<file path="src/rtl/csa_accumulator_if.sv">
// Operand stream, result stream and burst control for csa_accumulator.
// master is the operand source / result consumer side; slave is the accumulator.
interface csa_accumulator_if #(
   parameter int WIDTH = 4,
   parameter int CNT_W = 4
);
   localparam int ACC_W = WIDTH + CNT_W;

   logic             start;
   logic [CNT_W-1:0] num_ops;
   logic             in_valid;
   logic             in_ready;
   logic [WIDTH-1:0] in_data;
   logic             out_valid;
   logic             out_ready;
   logic [ACC_W-1:0] result;
   logic             busy;

   modport master (
      output start, num_ops, in_valid, in_data, out_ready,
      input  in_ready, out_valid, result, busy
   );

   modport slave (
      input  start, num_ops, in_valid, in_data, out_ready,
      output in_ready, out_valid, result, busy
   );
endinterface

</file>
<file path="src/rtl/csa_accumulator.sv">
// Sums a burst of unsigned operands in carry-save form, then resolves the
// redundant sum/carry pair with a single carry-propagate add.
module csa_accumulator #(
   parameter int WIDTH = 4,
   parameter int CNT_W = 4
) (
   input  logic                clk,
   input  logic                rst,
   csa_accumulator_if.slave    bus
);
   localparam int ACC_W = WIDTH + CNT_W;

   typedef enum logic [1:0] {IDLE, ACCUM, RESOLVE, DONE} state_t;

   state_t           state_q, state_d;
   logic [CNT_W-1:0] remaining_q, remaining_d;
   logic [ACC_W-1:0] s_q, s_d;
   logic [ACC_W-1:0] c_q, c_d;
   logic [ACC_W-1:0] result_q, result_d;

   logic [ACC_W-1:0] x;
   logic [ACC_W-1:0] fa_sum;
   logic [ACC_W-2:0] fa_maj;
   logic             in_fire;

   assign x       = {{CNT_W{1'b0}}, bus.in_data};
   assign in_fire = bus.in_valid && (state_q == ACCUM);

   genvar gi;
   generate
      for (gi = 0; gi < ACC_W; gi++) begin : g_fa_sum
         assign fa_sum[gi] = s_q[gi] ^ c_q[gi] ^ x[gi];
      end
      // The top majority bit is never needed: the worst-case sum fits in ACC_W bits.
      for (gi = 0; gi < ACC_W - 1; gi++) begin : g_fa_maj
         assign fa_maj[gi] = (s_q[gi] & c_q[gi]) | (s_q[gi] & x[gi]) | (c_q[gi] & x[gi]);
      end
   endgenerate

   always_comb begin
      state_d     = state_q;
      remaining_d = remaining_q;
      s_d         = s_q;
      c_d         = c_q;
      result_d    = result_q;
      case (state_q)
         IDLE: begin
            if (bus.start) begin
               s_d         = '0;
               c_d         = '0;
               remaining_d = bus.num_ops;
               state_d     = (bus.num_ops != '0) ? ACCUM : RESOLVE;
            end
         end
         ACCUM: begin
            if (in_fire) begin
               s_d         = fa_sum;
               c_d         = {fa_maj, 1'b0};
               remaining_d = remaining_q - CNT_W'(1);
               if (remaining_q == CNT_W'(1)) begin
                  state_d = RESOLVE;
               end
            end
         end
         RESOLVE: begin
            result_d = s_q + c_q;
            state_d  = DONE;
         end
         DONE: begin
            if (bus.out_ready) begin
               state_d = IDLE;
            end
         end
         default: state_d = IDLE;
      endcase
   end

   always_ff @(posedge clk) begin
      if (rst) begin
         state_q     <= IDLE;
         remaining_q <= '0;
         s_q         <= '0;
         c_q         <= '0;
         result_q    <= '0;
      end else begin
         state_q     <= state_d;
         remaining_q <= remaining_d;
         s_q         <= s_d;
         c_q         <= c_d;
         result_q    <= result_d;
      end
   end

   // Outputs are pure state decodes; nothing here depends on in_valid/out_ready.
   assign bus.in_ready  = (state_q == ACCUM);
   assign bus.out_valid = (state_q == DONE);
   assign bus.busy      = (state_q != IDLE);
   assign bus.result    = result_q;
endmodule
</file>
<file path="src/flat_wrapper.sv">
// flat-port wrapper written by rule: the top's interface ports become plain ports
module csa_accumulator_flat 
#(
   parameter int WIDTH = 4,
   parameter int CNT_W = 4
)
  (clk, rst, bus_start, bus_num_ops, bus_in_valid, bus_in_data, bus_out_ready, bus_in_ready, bus_out_valid, bus_result, bus_busy);
  csa_accumulator_if #(.WIDTH(WIDTH), .CNT_W(CNT_W)) bus_i ();
  input  logic clk;
  input  logic rst;
  input wire logic [$bits(bus_i.start)-1:0] bus_start;
  input wire logic [$bits(bus_i.num_ops)-1:0] bus_num_ops;
  input wire logic [$bits(bus_i.in_valid)-1:0] bus_in_valid;
  input wire logic [$bits(bus_i.in_data)-1:0] bus_in_data;
  input wire logic [$bits(bus_i.out_ready)-1:0] bus_out_ready;
  output wire logic [$bits(bus_i.in_ready)-1:0] bus_in_ready;
  output wire logic [$bits(bus_i.out_valid)-1:0] bus_out_valid;
  output wire logic [$bits(bus_i.result)-1:0] bus_result;
  output wire logic [$bits(bus_i.busy)-1:0] bus_busy;
  assign bus_i.start = bus_start;
  assign bus_i.num_ops = bus_num_ops;
  assign bus_i.in_valid = bus_in_valid;
  assign bus_i.in_data = bus_in_data;
  assign bus_i.out_ready = bus_out_ready;
  assign bus_in_ready = bus_i.in_ready;
  assign bus_out_valid = bus_i.out_valid;
  assign bus_result = bus_i.result;
  assign bus_busy = bus_i.busy;
  csa_accumulator #(.WIDTH(WIDTH), .CNT_W(CNT_W)) u_core (.clk(clk), .rst(rst), .bus(bus_i));
endmodule
</file>
<file path="config.mk">
export PLATFORM = sky130hd
export DESIGN_NAME = csa_accumulator_flat
export DESIGN_NICKNAME = d
export VERILOG_FILES = /design/src/rtl/csa_accumulator_if.sv /design/src/rtl/csa_accumulator.sv /design/src/flat_wrapper.sv
export SDC_FILE = /design/constraint.sdc
export NUM_CORES = 1
export LEC_CHECK = 0
export CAP_MARGIN = 20
export CORE_MARGIN = 1.5
export CORE_UTILIZATION = 35
export DETAILED_ROUTE_END_ITERATION = 7
export MAX_ROUTING_LAYER = met4
export PLACE_DENSITY = 0.64
export SYNTH_ARGS = -nofsm -noshare
export SYNTH_HDL_FRONTEND = slang
export SYNTH_SLANG_ARGS = --single-unit
export TNS_END_PERCENT = 1
</file>
<file path="constraint.sdc">
create_clock -name clk -period 3 [get_ports clk]
set_clock_uncertainty 0.05 [all_clocks]
set_input_delay 0.6 -clock clk [delete_from_list [all_inputs] [get_ports clk]]
set_output_delay 0.6 -clock clk [all_outputs]
set_load 0.02 [all_outputs]
</file>
# == After elaboration in Yosys (flattened, before gate mapping) ==
# Index checks and enable logic that the tools add are counted.
# totals
in_bits,13
ff_bits,30
output_inout_bits,11
elab_cells,71
# op_classes
n_mux,14
n_reduce_logical,7
n_eq_ne,8
n_bitwise,35
add_sub_neg,2
# op_table
cell,count
$pmux W8 S2,2
$mux W8,3
$and A1 B1 Y1,15
$xor A1 B1 Y1,12
$mux W2,5
$add A8 B8 Y8,1
$mux W4,2
$or A1 B1 Y1,8
$pmux W2 S4,1
$pmux W4 S2,1
$eq A2 B2 Y1 const B,2
$eq A4 B1 Y1 const B,1
$ne A2 B1 Y1 const B,2
$ne A2 B2 Y1 const B,2
$reduce_and A4 Y1,1
$reduce_bool A2 Y1,2
$reduce_bool A4 Y1,1
$sub A4 B1 Y4 const B,1
$reduce_and A3 Y1,1
$eq A2 B1 Y1 const B,1
$logic_not A2 Y1,1
$logic_and A1 B1 Y1,1

# == Depth between registers and ports, before layout ==
# depth
word_depth,5
depth_mapped,9
depth_no_buf,6

# == Least setup slack after synthesis ==
# Ideal clock, no wire load.
# synth_path
path_kind,reg-to-reg
from,reg u_core.state_q[1]
to,reg u_core.c_q[4]
arrival_time_ps,1824
stages_incl_launch_ff,10
slack_ps,999
required_ps,2822
path_cell_list,dfxtp_1 inv_1 ha_1 buf_2 nor2b_2 or3_1 buf_2 buf_6 a22oi_1 nor2_1
# synth_between
elab_chain_cells,4
# synth_rtl
element,line,text
start: declaration,csa_accumulator.sv:15,"state_t state_q, state_d;"
start signal: assignment,csa_accumulator.sv:86,state_q <= state_d;
$eq A2 B1 Y1 *,-,
net bus_in_ready,flat_wrapper.sv:16,output wire logic [$bits(bus_i.in_ready)-1:0] bus_in_ready;
$logic_and A1 B1 Y1,csa_accumulator.sv:27,assign in_fire = bus.in_valid && (state_q == ACCUM);
$ne A2 B1 Y1 (no source line),-,
$reduce_and A3 Y1 (no source line),-,
end signal: assignment,csa_accumulator.sv:83,c_q <= '0;
end signal: assignment,csa_accumulator.sv:89,c_q <= c_d;
end: declaration,csa_accumulator.sv:18,"logic [ACC_W-1:0] c_q, c_d;"
# Mark *: on every way through the listed nets, which the timed path passes. The rest lies on a longest branch.
# A chain may end at the register's enable or synchronous reset.

# == Worst setup path in the final report ==
# layout_path
from,reg u_core.state_q[1]
to,out bus_in_ready
# layout_between
elab_chain_cells,1
# layout_rtl
element,line,text
$eq A2 B1 Y1,csa_accumulator.sv:95,assign bus.in_ready = (state_q == ACCUM);
end: declaration,flat_wrapper.sv:16,
# No other way between the ends.

==> flow_summary.json <==
{
  "endpoint_kind": "output pin",
  "dp_hpwl_mm": 2.19,
  "synthSimpleGateAreaFrac": 0.170,
  "io_pins": 24,
  "grt_pass1_wl_mm": 5.34,
  "synthesis.area_mm2": 0.00158,
  "vias_per_cell": 5.20,
  "slew_violations": 0,
  "status": "finished, final reports clean",
  "hold_viol_final": 0,
  "grt_setup_unrepaired": "false",
  "grt_start_max_net_pins": 30,
  "synthAdderAreaFrac": 0.161,
  "fin_ws_ns": 0.524,
  "remaining_drc_errors": 0,
  "htree_levels": 2,
  "whs_ns": 0.425,
  "post_dp_cell_area_mm2": 0.00186,
  "wl_mm": 3.07,
  "post-route-util": 0.450,
  "die_h_um": 70.2,
  "cts_root_buffer": "clkbuf_8",
  "ir_drop_v": 0.000601,
  "drt-initial-drc-count": 67,
  "pre_cts_ws_ns": 0.507,
  "nets": 226,
  "maxCapViolCount": 0,
  "period_share": 0.825,
  "synthCells": 170,
  "cts_resized": 0,
  "p_leak_nw": 0.798,
  "avgSynthCellArea_um2": 9.31,
  "holdCritPathClass": "flip-flop to flip-flop",
  "grt_pass1_vias": 1184,
  "synth.distinct_cells": 41,
  "synth_compound_area_frac": 0.206,
  "register_area_um2": 581,
  "required_ns": 2.35,
  "synthArstFlopShare": 0,
  "min_period_ns": 2.48,
  "multi_input_area_um2": 927,
  "synth_nets": 201,
  "power.density_mw_per_mm2": 737,
  "hold_buffers": 0,
  "first_pass_iters": 4,
  "yosys_warnings": 0,
  "final.setup.tns_ns": 0,
  "antenna_found_initial": 0,
  "path_clk_slew_ns": 0.06,
  "port_buffers": 23,
  "fmax_ghz": 0.404,
  "design.core.area_mm2": 0.00435,
  "area_growth_pct": 23.9,
  "synth_top_family_by_area": "compound AO/OA/AOI/OAI gates",
  "dieArea_mm2": 0.00493,
  "globalRouteOverflowTotal": 0,
  "fill_cells": 420,
  "ys_seq_elements": 29,
  "synthMuxAreaShare": 0.0316,
  "clkLatencyLatePin_ns": 0.29,
  "num_rows": 24,
  "die_w_um": 70.2,
  "max_slew_margin": 0.575,
  "synth_xor_area_frac": 0.0166,
  "grt_use_total": 0.141,
  "fin_area_mm2": 0.00196,
  "synth_flop_cell": "dfxtp_1",
  "antenna_cells": 0,
  "clock-sinks": 29,
  "wl_per_cell_um": 12.4,
  "crit_arrival_ns": 1.83,
  "place_inst": 240,
  "initial_core_util": 0.364,
  "vias": 1289,
  "clock_path_buffers": 2,
  "gp_congestion": 0.810,
  "start_kind": "flip-flop",
  "setup_violations": 0,
  "yosysSeqAreaShare": 0.367,
  "antenna_left": 0,
  "postCtsSetupBuffers": 0,
  "cts_tree": "yes",
  "cts_buffers": 5,
  "fin_cells": 248,
  "synth_edf_count": 0,
  "power_mw": 1.45,
  "layout-drive-gt1-share": 0.0816,
  "critical_path_class": "flip-flop to output pin",
  "worst_slew_pin_slew_ns": 0.638,
  "cp_max_fo": 11
}
## per-layer routing
metal / vias up / wire length (um) / global-route usage / part of all wire
met1: 590 / 1560 / 0.183 / 0.51
met3: 5 / 131 / 0.0346 / 0.043
met2: 30 / 1320 / 0.202 / 0.43
li1: 664 / - / - / -
met4: 0 / 61 / 0.0769 / 0.020
met5: - / 0 / - / 0
## cell usage in the layout (no fill, tap or decap), drive strengths merged, types with 2 or more instances in the layout
cell type / count
and2b: 2
nand4: 2
a2111oi: 2
nor3: 4
a21o: 4
nand3: 5
clkdlybuf4s50: 23
ha: 14
xor2: 2
fa: 4
a21oi: 5
dfxtp: 29
nor4: 2
a211oi: 6
nand2: 8
o21ai: 4
clkbuf: 7
inv: 9
a22oi: 14
buf: 3
mux2i: 5
o311ai: 2
nor2: 26
## worst max-delay path, stage by stage, from the launching register on
cell and delay (ns):
dfxtp_1 0.34, inv_1 0.10, ha_1 0.41, clkdlybuf4s50_1 0.69
## area by class of cell
type / count / share of cell area
Inverter: 9 / 0.0172
Timing Repair Buffer: 26 / 0.129
Sequential cell: 29 / 0.296
Clock inverter: 1 / 0.00255
Clock buffer: 7 / 0.0491
Tap cell: 52 / 0.0332
Multi-Input combinational cell: 124 / 0.473
## report_power, final
group,switching (mW),internal (mW)
combinational,0.352,0.251
clock,0.152,0.207
sequential,0.0455,0.438
## worst paths after layout
kind	endpoint	cells after the start	start	slack, ns
max	bus_in_ready	3	u_core.state_q[1]	0.52
min	u_core.remaining_q[1]	2	u_core.remaining_q[1]	0.43
max reg2reg	u_core.bus.result[7]	6	u_core.c_q[1]	0.82
min reg2reg	u_core.remaining_q[1]	2	u_core.remaining_q[1]	0.43
## kinds of logic after synthesis
group | Yosys count
buffers and inverters | 17
multiplexers | 5
adder cells (fa/ha/maj) | 18
XOR/XNOR | 3
AND/OR/NAND/NOR | 55
flip-flops | 29
AO/OA/AOI/OAI | 43
## Yosys cell counts (all sizes together), types with 5 or more instances
library cell	instances	area [um2]
dfxtp	29	581
nor2	26	100
a22oi	14	105
ha	14	175
inv	9	33.8
nand2	8	30.0
a211oi	6	45.0
a21oi	5	25.0
buf	5	30.0
mux2i	5	50.1
nand3	5	25.0
## registers in the layout (all words and copies together), names as in the netlist
signal,count
u_core.bus.result,8
u_core.c_q,7
u_core.remaining_q,4
u_core.s_q,8
u_core.state_q,2
(Power assumes the default switching activity.)
==> RTL change: new RTL, config.mk and constraints unchanged <==
`WIDTH` is set to 4 in 3 places; all go to 3.
--- a/src/rtl/csa_accumulator_if.sv
+++ b/src/rtl/csa_accumulator_if.sv
@@ -3,3 +3,3 @@
 interface csa_accumulator_if #(
-   parameter int WIDTH = 4,
+   parameter int WIDTH = 3,
    parameter int CNT_W = 4
--- a/src/rtl/csa_accumulator.sv
+++ b/src/rtl/csa_accumulator.sv
@@ -3,3 +3,3 @@
 module csa_accumulator #(
-   parameter int WIDTH = 4,
+   parameter int WIDTH = 3,
    parameter int CNT_W = 4
--- a/src/flat_wrapper.sv
+++ b/src/flat_wrapper.sv
@@ -3,3 +3,3 @@
 #(
-   parameter int WIDTH = 4,
+   parameter int WIDTH = 3,
    parameter int CNT_W = 4
Interface: changed (resized bus_in_data and bus_result); port bits go from 24 to 22. The function was not compared with the original's and may differ.
==> RTL change against the unedited design <==
- non-clock buffer count is 3 lower
- first-iteration DRC count down 25%
- routed wire length increased by 1.8%
- design area decreased by 12%
- worst setup slack worse by 68 ps
- critical path depth is the same
- fmax is 2.7% lower
- total power shrank 15%
- combinational power decreased by 4.0%
- sequential cell count shrank 3
- synthesized cell count fell by 8.8%
- area after synthesis is 9.8% lower
- largest cell class unchanged
- highest routed layer is now met3
==> RTL change: results (changes against the unedited design) <==
Power and ir drop
  • Worst VDD drop: 0.227 mV (-62%)
  • Seq pwr share: 0.367 (+0.033)
  • Combinational Power: 0.579 mW (-4.0%)
  • Comb power frac: 0.474 (+0.057)
  • LEAKAGE: 0.660 nW (-17%)
  • Int Pwr: 0.731 mW (-18%)

Clock network
  • Skew-Pair Late Insertion Delay: 260 ps (-30 ps)
  • Clock buffer depth: 2 (unchanged)
  • Num CTS Buffers: 3 (-2)
  • Clock slew at reported path FFs: 90 ps (+30 ps)

Placed design
  • Area after DPL: 1680 um^2 (-9.6%)
  • Gpl congestion: 0.764 (-5.7%)
  • DP Worst Slack: 567 ps (+59.6 ps)
  • Port Buf Inserts: 21 (-8.7%)
  • Detailed Place HPWL: 2370 um (+8.2%)

Status
  • Outcome: finished clean

Setup path
  • WP data arrival: 1890 ps (+60 ps)
  • Crit-path max FO: 13 (+2)
  • Reg2reg start: u_core.state_q[1]
  • R2R Path End: u_core.remaining_q[3]

GRT
  • Routing usage on met2: 0.289 (+0.0864)
  • Overall global routing resource usage: 0.162 (+0.0210)
  • Met3 Resource Use GR: 0.0203 (-0.0144)
  • First-pass GRT wire length: 5470 um (+2.5%)
  • Vias in the first global route: 1,223 (+3.3%)

Synthesis
  • Mapped Cells: 155 (-8.8%)
  • Seq/Total Area, Yosys: 0.365 (-0.00221)
  • Top post-synthesis cells by area: dfxtp_1 36%, ha_1 11%, a22oi_1 6.3%
  • Post-synth cell types: 40 (-2.4%)
  • Syn_nets: 183 (-9.0%)

STA
  • Maximum clock frequency: 393 MHz (-2.7%)
  • Worst hold slack: 449 ps (+23.6 ps)

Hold path
  • Hold_sp: u_core.bus.result[2]
  • Hold Path Sink: u_core.bus.result[2]

Detailed routing
  • Initial DRC count: 50 (-25%)
  • Wirelength per Cell: 14.0 um (+13%)
  • DR vias/cell: 5.30 (+2.1%)
  • Via Count: 1,183 (-8.2%)

Finish
  • FILL cells: 407 (-3.1%)
  • Final core occ: 0.434 (-0.0168)
  • Share of cells above drive strength 1: 0.0578 (-0.0238)
  • NumNets Final: 203 (-10%)
==> RTL change: layer usage <==
metal | vias up | share of wire | routed length, um
li1 | 592 | - | -
met4 | 0 | 0 | 0
met3 | 0 | 0.028 | 89
met1 | 572 | 0.45 | 1390
met5 | - | 0 | 0
met2 | 19 | 0.53 | 1640
==> RTL change: cells by family after synthesis <==
logic type / share of synthesized area
AO/OA/AOI/OAI: 0.190
XOR/XNOR: 0.0123
adder cells (fa/ha/maj): 0.156
buffers and inverters: 0.0456
flip-flops: 0.365
multiplexers: 0.0429
AND/OR/NAND/NOR: 0.188
==> RTL change: worst max-delay path: stages (launching register included) <==
cell and delay [ps]:
dfxtp_1 350, inv_1 120, ha_1 460, clkdlybuf4s50_1 700
==> RTL change: area by class of cell <==
cell class,instances,area share
Multi-Input combinational cell,113,0.489
Clock buffer,3,0.0240
Inverter,8,0.0174
Sequential cell,26,0.302
Tap cell,50,0.0363
Timing Repair Buffer,23,0.131
